[src/rtl/morse_pkg.sv]
// morse_pkg
//   Shared definitions for the Morse letter encoder:
//   - default number of clock cycles per Morse time unit
//   - FSM state encoding
//   - 8-entry pattern/length table for letters A..H
//   Patterns are left-aligned in a 12-bit word (MSB is sent first,
//   1 = signal on), unused LSBs are zero; the 4-bit length gives the
//   number of valid bits, one bit per time unit.
package morse_pkg;

  localparam int TICKS_PER_SYMBOL_DEFAULT = 25000000;

  localparam int PAT_W       = 12;
  localparam int LEN_W       = 4;
  localparam int LETTER_W    = 3;
  localparam int NUM_LETTERS = 8;

  typedef enum logic {
    IDLE = 1'b0,
    SEND = 1'b1
  } state_t;

  // dot = 1, dash = 111, intra-letter gap = 0
  localparam logic [PAT_W-1:0] PATTERN_TABLE [NUM_LETTERS] = '{
    12'b1011_1000_0000,  // A  10111
    12'b1110_1010_1000,  // B  111010101
    12'b1110_1011_1010,  // C  11101011101
    12'b1110_1010_0000,  // D  1110101
    12'b1000_0000_0000,  // E  1
    12'b1010_1110_1000,  // F  101011101
    12'b1110_1110_1000,  // G  111011101
    12'b1010_1010_0000   // H  1010101
  };

  localparam logic [LEN_W-1:0] LENGTH_TABLE [NUM_LETTERS] = '{
    4'd5, 4'd9, 4'd11, 4'd7, 4'd1, 4'd9, 4'd9, 4'd7
  };

  function automatic logic [PAT_W-1:0] pattern_of(input logic [LETTER_W-1:0] letter);
    return PATTERN_TABLE[letter];
  endfunction

  function automatic logic [LEN_W-1:0] length_of(input logic [LETTER_W-1:0] letter);
    return LENGTH_TABLE[letter];
  endfunction

endpackage

[src/rtl/morse_encoder_board.sv]
// morse_encoder_board
//   Board wrapper: 50 MHz clock, SW[2:0] selects the letter, push buttons
//   are active-low (KEY[1] = Start, KEY[0] = Reset), LEDR[0] shows the
//   Morse output; the remaining LEDs are off.
// Ports:
//   CLOCK_50 - board clock
//   SW       - slide switches, [2:0] = letter
//   KEY      - push buttons, active-low
//   LEDR     - red LEDs, [0] = Morse output
module morse_encoder_board
  import morse_pkg::*;
#(
  parameter int TICKS_PER_SYMBOL = TICKS_PER_SYMBOL_DEFAULT
) (
  input  logic       CLOCK_50,
  input  logic [2:0] SW,
  input  logic [1:0] KEY,
  output logic [9:0] LEDR
);

  logic dotdash;
  logic busy_unused;

  morse_encoder #(
    .TICKS_PER_SYMBOL (TICKS_PER_SYMBOL)
  ) u_enc (
    .ClockIn    (CLOCK_50),
    .Reset      (~KEY[0]),
    .Start      (~KEY[1]),
    .Letter     (SW),
    .DotDashOut (dotdash),
    .Busy       (busy_unused)
  );

  assign LEDR = {9'b0, dotdash};

endmodule

[src/rtl/rate_divider.sv]
// rate_divider
//   Counts 0..TICKS-1 while enabled and emits a single-cycle tick on the
//   terminal count. Disabling the counter returns it to 0, so every
//   enabled period starts a full symbol from the beginning.
// Ports:
//   clk    - clock, rising edge
//   rst    - synchronous active-high reset
//   enable - count while high, hold at 0 while low
//   tick   - high for one cycle when the count is TICKS-1
module rate_divider #(
  parameter int TICKS = 25000000
) (
  input  logic clk,
  input  logic rst,
  input  logic enable,
  output logic tick
);

  localparam int CW = (TICKS > 1) ? $clog2(TICKS) : 1;
  localparam logic [CW-1:0] LAST = CW'(TICKS - 1);

  logic [CW-1:0] cnt_q;

  assign tick = enable && (cnt_q == LAST);

  always_ff @(posedge clk) begin
    if (rst) begin
      cnt_q <= '0;
    end else if (!enable || tick) begin
      cnt_q <= '0;
    end else begin
      cnt_q <= cnt_q + CW'(1);
    end
  end

endmodule

[src/rtl/morse_encoder.sv]
// morse_encoder
//   Sends the Morse pattern of one letter (A..H) on a serial output, one
//   pattern bit per TICKS_PER_SYMBOL clock cycles, after a rising edge on
//   Start.
// Ports:
//   ClockIn    - system clock, rising edge
//   Reset      - synchronous active-high reset
//   Start      - transmit request, rising edge only
//   Letter     - letter select, 0=A .. 7=H, latched when a send begins
//   DotDashOut - serial Morse output, 1 = signal on
//   Busy       - high while a letter is being sent
module morse_encoder
  import morse_pkg::*;
#(
  parameter int TICKS_PER_SYMBOL = TICKS_PER_SYMBOL_DEFAULT
) (
  input  logic                ClockIn,
  input  logic                Reset,
  input  logic                Start,
  input  logic [LETTER_W-1:0] Letter,
  output logic                DotDashOut,
  output logic                Busy
);

  state_t            state_q, state_d;
  logic [PAT_W-1:0]  shreg_q;
  logic [LEN_W-1:0]  remaining_q;
  logic              start_q;
  logic              block_q;
  logic              edge_p0;
  logic              load;
  logic              tick;
  logic              sending;

  assign sending = (state_q == SEND);

  rate_divider #(
    .TICKS (TICKS_PER_SYMBOL)
  ) u_rate (
    .clk    (ClockIn),
    .rst    (Reset),
    .enable (sending),
    .tick   (tick)
  );

  // Stage p0: Start edge detect. block_q remembers that Start was already
  // high during the last reset cycle, so a button held through reset is
  // not mistaken for a fresh press.
  always_ff @(posedge ClockIn) begin
    block_q <= Reset & Start;
  end

  always_ff @(posedge ClockIn) begin
    if (Reset) begin
      start_q <= 1'b0;
      edge_p0 <= 1'b0;
    end else begin
      start_q <= Start;
      edge_p0 <= Start & ~start_q & ~block_q;
    end
  end

  always_comb begin
    state_d = state_q;
    load    = 1'b0;
    case (state_q)
      IDLE: begin
        if (edge_p0) begin
          load    = 1'b1;
          state_d = SEND;
        end
      end
      SEND: begin
        // A pending edge seen while sending (including on the final tick)
        // is dropped: it is overwritten by the next edge-detect value.
        if (tick && (remaining_q == LEN_W'(1))) begin
          state_d = IDLE;
        end
      end
      default: state_d = IDLE;
    endcase
  end

  // Stage p1: pattern shift register and remaining-bit counter
  always_ff @(posedge ClockIn) begin
    if (Reset) begin
      state_q     <= IDLE;
      shreg_q     <= '0;
      remaining_q <= '0;
    end else begin
      state_q <= state_d;
      if (load) begin
        shreg_q     <= pattern_of(Letter);
        remaining_q <= length_of(Letter);
      end else if (tick) begin
        shreg_q     <= {shreg_q[PAT_W-2:0], 1'b0};
        remaining_q <= remaining_q - LEN_W'(1);
      end
    end
  end

  // Outputs depend only on registers, never directly on inputs.
  assign DotDashOut = sending & shreg_q[PAT_W-1];
  assign Busy       = sending;

endmodule

[config.mk]
export PLATFORM = sky130hd
export DESIGN_NAME = morse_encoder_board
export DESIGN_NICKNAME = d
export VERILOG_FILES = /design/src/rtl/morse_pkg.sv /design/src/rtl/morse_encoder_board.sv /design/src/rtl/rate_divider.sv /design/src/rtl/morse_encoder.sv
export SDC_FILE = /design/constraint.sdc
export NUM_CORES = 1
export LEC_CHECK = 0
export CAP_MARGIN = 10
export CORE_MARGIN = 2
export CORE_UTILIZATION = 60
export DETAILED_ROUTE_END_ITERATION = 8
export PLACE_DENSITY = 0.91
export SYNTH_ARGS = -nofsm -noshare
export SYNTH_HDL_FRONTEND = slang
export SYNTH_HIERARCHICAL = 1
export SYNTH_SLANG_ARGS = --single-unit
[constraint.sdc]
create_clock -name CLOCK_50 -period 6.55 [get_ports CLOCK_50]
set_clock_uncertainty 0.15 [all_clocks]
set_input_delay 1.6375 -clock CLOCK_50 [delete_from_list [all_inputs] [get_ports CLOCK_50]]
set_output_delay 1.6375 -clock CLOCK_50 [all_outputs]
set_load 0.05 [all_outputs]
Word-level counts from Yosys, hierarchy flattened
Memories as Yosys holds them, arrays and structs flattened.
Cells that the tools add are included.
Storage, ports and cells
  register bits after elaboration: 45
  ROM bits: 128
  bits of input ports: 6
  output and inout port bits: 10
  word-level logic and storage cells: 42
  memories kept: 2
Operators by class
  add/subtract/negate cells: 2
  order comparisons: 1
  eq/ne operators: 2
  mux-type cells: 12
  bitwise logic cells: 10
  reduce and logical (&&, ||, !) cells: 6
Memory list
  (no name shown): words 8, width 12, read ports 1, clocked after memory_dff 0, wr ports 0, RTL line morse_pkg.sv:40  | return PATTERN_TABLE[letter];
  (no name shown): words 8, width 4, read ports 1, clocked after memory_dff 0, wr ports 0, RTL line morse_pkg.sv:44  | return LENGTH_TABLE[letter];
Operator list (count)
  12-bit two-way mux: 4
  25-bit by 1-bit adder with 25-bit output (second input constant): 1
  25-bit == test (second input constant): 1
  4-bit two-way mux: 4
  1-bit NOT: 5
  1-bit bitwise AND: 4
  4-bit by 1-bit == test with 1-bit output (second input constant): 1
  4-bit greater-or-equal comparator (second input constant): 1
  3-bit NOT with 4-bit output: 1
  4-bit by 1-bit subtractor with 4-bit output (second input constant): 1
  1-bit two-way mux: 3
  1-bit logical AND: 2
  1-bit case mux with 2 select lines: 1
  2-bit nonzero test: 1
  2-bit OR reduction: 1
  1-bit zero test: 1
  1-bit logical OR: 1

Longest topological paths before layout
  depth after elaboration: 5
  depth in mapped cells: 10
  depth with buffers taken out: 8

Modules after synthesis
Netlist, hierarchy kept.
By module, submodules not included
  rate_divider: times used 1, cells an instance 140, area an instance 1211.2 um^2, seq. area each 500.5 um^2
  morse_encoder: times used 1, cells an instance 91, area an instance 957.2 um^2, seq. area each 380.4 um^2
  morse_encoder_board: times used 1, cells an instance 13, area an instance 86.3 um^2, seq. area each 0.0 um^2

Worst setup path after synthesis
No wires, ideal clock.
  kind: input to register
  start: input SW[0]
  end: register u_enc.remaining_q[2]
  library setup time: 0.086 ns
  arrival time: 2.495 ns
  data required time: 6.314 ns
  path slack: 3.819 ns
  stages: 4
  buffers on the path: 0
  cell sequence: inv_1 > ha_1 > or2_2 > a221oi_2
Between the ends
  longest elaborated chain between the ends: 5
RTL lines
  from (decl): RTL line morse_encoder_board.sv:16  | input logic [2:0] SW,
  3-bit NOT with 4-bit output (not written as such): RTL line morse_pkg.sv:44
  memory read 8 x 4 bit
  4-bit two-way mux (not written as such) (2 in a row): RTL line morse_pkg.sv:44
  4-bit two-way mux: RTL line morse_encoder.sv:92  | if (load) begin
  to (signal assigned): RTL line morse_encoder.sv:94  | remaining_q <= length_of(Letter);
  to (signal assigned): RTL line morse_encoder.sv:97  | remaining_q <= remaining_q - LEN_W'(1);
  to (decl): RTL line morse_encoder.sv:27  | logic [LEN_W-1:0] remaining_q;
No other way between the ends. The select of a mux whose other input is x is not followed.
A chain may end at the register's enable or synchronous reset.

Final worst setup path
  start: register u_enc.state_q (netlist: u_enc/Busy)
  end: output LEDR[0]
Between the ends
  longest elaborated chain between the ends: 1
RTL lines
  from (decl): RTL line morse_encoder.sv:25  | state_t state_q, state_d;
  from (signal assigned): RTL line morse_encoder.sv:91  | state_q <= state_d;
  1-bit bitwise AND: RTL line morse_encoder.sv:103  | assign DotDashOut = sending & shreg_q[PAT_W-1];
  to (decl): RTL line morse_encoder_board.sv:18  | output logic [9:0] LEDR
No other way between the ends.

==> impl_metrics.yaml <==
outcome:
  status: "finished, final reports clean"
global_routing:
  grt_util_all_layers: 0.201
  antenna_found_initial: 0
  grt_start_max_net_pins: 19
  grt_overflow: 0
  grt_pass1_wl_mm: 6.51
  grt_pass1_vias: 1517
cts:
  clk_pin_slew_ps: 90
  clock_path_buffers: 2
  cts_root_buffer: "clkbuf_8"
  cts_tree: "yes"
  numCtsBuffers: 5
  htreeDepth: 2
  post_cts_buffers: 0
  clk_latency_ps: 300
  cts_resized: 0
  postCtsHoldBufs: 0
  cts.sinks: 44
power_and_ir_drop:
  power.share.clock: 0.360
  switching_power_uw: 124
  p_int_uw: 371
  p_per_area_mw_per_mm2: 210
  combPwrFrac: 0.079
  switching_share: 0.250
  leakage_uw: 0.000724
  vdd_drop_max_v: 0.000114
  seq_power_share: 0.560
synthesis:
  synthArstFlopShare: 0
  synth_area_mm2: 0.00225
  synthTopCellsByArea: "dfxtp_1, a21oi_1, ha_1, xnor2_1, buf_4"
  synth_top_area_cell: "dfxtp_1"
  synthCells: 244
  avgSynthCellArea_um2: 9.24
  ys.flop_type: "dfxtp_1"
  yosysWarnings: 6
  synth_cell_types: 49
  synth-edff-count: 0
  synth-seq-cells: 44
  netlist.area_leader.share: 0.391
  synth-seq-area-share: 0.391
timing:
  setup_violations: 0
  slew_violations: 0
  period_share: 0.527
  period_minus_slack_ps: 3450
  grt_setup_unrepaired: "no"
  setup-tns-final_ps: 0
  hold_viol: 0
  relSlewSlack: 0.468
  max_freq_mhz: 290
  worstMarginPinSlew_ps: 798
routing:
  vias: 1660
  drtIter0Drc: 99
  ant_nets: 0
  wire_per_inst_um: 12.8
  dr.pass1.iters: 4
  avgViaCountPerCell: 5.65
  drc: 0
  routed_wl_mm: 3.75
die:
  fp.dieW_um: 65.3
  ios: 16
  die_h_um: 65.3
  rows: 22
  start_util: 0.621
  core_mm2: 0.00363
  die_area_mm2: 0.00426
critical_path:
  startpoint_type: "register"
  endpoint_kind: "output pin"
  critPathKind: "reg2out"
  crit_fanout: 6
  cp.arrival_ps: 1660
  r2r_cells: 8
  crit_required_ps: 4760
cells_and_area:
  syn_to_final_growth_pct: 4.66
  nets: 258
  nFillCells: 306
  finalInstanceArea_mm2: 0.00236
  drive_gt1_frac: 0.118
  insertedDiodeCount: 0
place:
  place.port_buffers: 6
  dpl_cell_area_mm2: 0.00226
  gp_congestion: 0.820
  hpwl_mm: 2.65
min_path:
  hold_depth: 1
  min_path_type: "reg2reg"
flow_run:
  maxCapViolations: 0
[through the flow]
stage	utilization	power (uW)	hold slack [ps]	setup WS [ps]	std cells
2_1_floorplan	-	319	222	3820	252
3_3_place_gp	0.623	321	225	3140	286
3_5_place_dp	0.623	323	232	3090	286
5_1_grt	0.649	518	251	3010	294
6_report	0.649	495	242	3100	294
4_1_cts	0.649	501	245	3070	294
[path summary, 6_finish.rpt]
path | to | slack, ps | from
worst max-delay path | LEDR[0] | 3100 | u_enc/Busy
worst min-delay path | u_enc/edge_p0 | 240 | u_enc/block_q
worst max register to register | u_enc/remaining_q[3] | 3540 | u_enc/u_rate/cnt_q[0]
worst min register to register | u_enc/edge_p0 | 240 | u_enc/block_q
[layer usage]
layer  wire length [um]  global-route usage  vias up
li1                   -                   -      851
met1               1780               0.241      776
met2               1760               0.321       28
met3                135              0.0668        5
met4                 74              0.0990        0
met5                  0                   0        -
[state kept, by name (all words and copies together) (netlist names)]
| register | flops |
|---|---|
| u_enc/block_q | 1 |
| u_enc/remaining_q | 4 |
| u_enc/u_rate/cnt_q | 25 |
| u_enc/start_q | 1 |
| u_enc/edge_p0 | 1 |
| u_enc/Busy | 1 |
| u_enc/shreg_q | 11 |
[layout make-up]
class / count / area [um^2] / share of cell area
multi-input combinational: 178 / 1220 / 0.517
sequential: 44 / 881 / 0.373
clock buffer: 6 / 82.6 / 0.0350
timing repair buffer: 7 / 67.6 / 0.0286
tap: 48 / 60.1 / 0.0255
inverter: 9 / 33.8 / 0.0143
clock inverter: 2 / 15.0 / 0.00636
[placed cells by master, fill, tap and decap left out, types with 3 or more instances in the layout]
cell             instances
clkdlybuf4s50_1          6
a21oi_2                  3
xor2_1                   5
mux2i_1                  6
clkbuf_8                 6
nor2_1                  17
ha_1                     7
mux2_2                   3
nand3b_1                 3
a21oi_1                 20
inv_1                    9
nor4_1                   5
nand3_1                  8
nor2b_1                  4
nand2_1                 13
or3_1                    8
xnor2_1                 10
nor3_1                   4
nand4_1                  6
and2_1                   4
conb_1                   9
dfxtp_1                 44
o21ai_0                  9
[logic make-up (layout without fill, tap and decap cells)]
| family | after synthesis | count (layout) | share of synthesized area |
|---|---|---|---|
| AO/OA/AOI/OAI | 44 | 44 | 0.135 |
| XOR/XNOR | 15 | 15 | 0.0583 |
| adder cells (fa/ha/maj) | 7 | 7 | 0.0388 |
| buffers and inverters | 30 | 24 | 0.0816 |
| flip-flops | 44 | 44 | 0.391 |
| multiplexers | 9 | 9 | 0.0416 |
| other | 1 | 9 | 0.00166 |
| AND/OR/NAND/NOR | 94 | 94 | 0.252 |
[worst max-delay path: stages, from the launching register on]
cell             delay [ps]
dfxtp_1                 410
and2_1                  150
clkdlybuf4s50_1         800
[cell usage after synthesis (3+ instances only)]
master and number:
ha_1 7, buf_6 3, a21oi_2 3, nand2_1 13, o21ai_0 9, mux2_2 3
nand3_1 8, buf_2 6, nor3_1 4, xnor2_1 10, xor2_1 5, nand4_1 6
nor4_1 5, a21oi_1 20, nor2b_1 4, dfxtp_1 44, nor2_1 17, inv_1 9
buf_4 11, nand3b_1 3, mux2i_1 6, or3_1 8, and2_1 4
[power by group through the flow]
stage / Sequential (uW) / Combinational [uW] / Clock, uW
6_report: 277 / 39.3 / 178
2_1_floorplan: 283 / 36.8 / 0
3_5_place_dp: 284 / 39.2 / 0
3_3_place_gp: 284 / 37.9 / 0
5_1_grt: 278 / 43.2 / 197
4_1_cts: 277 / 39.4 / 185
No activity file was read; power rests on OpenSTA's default activity.
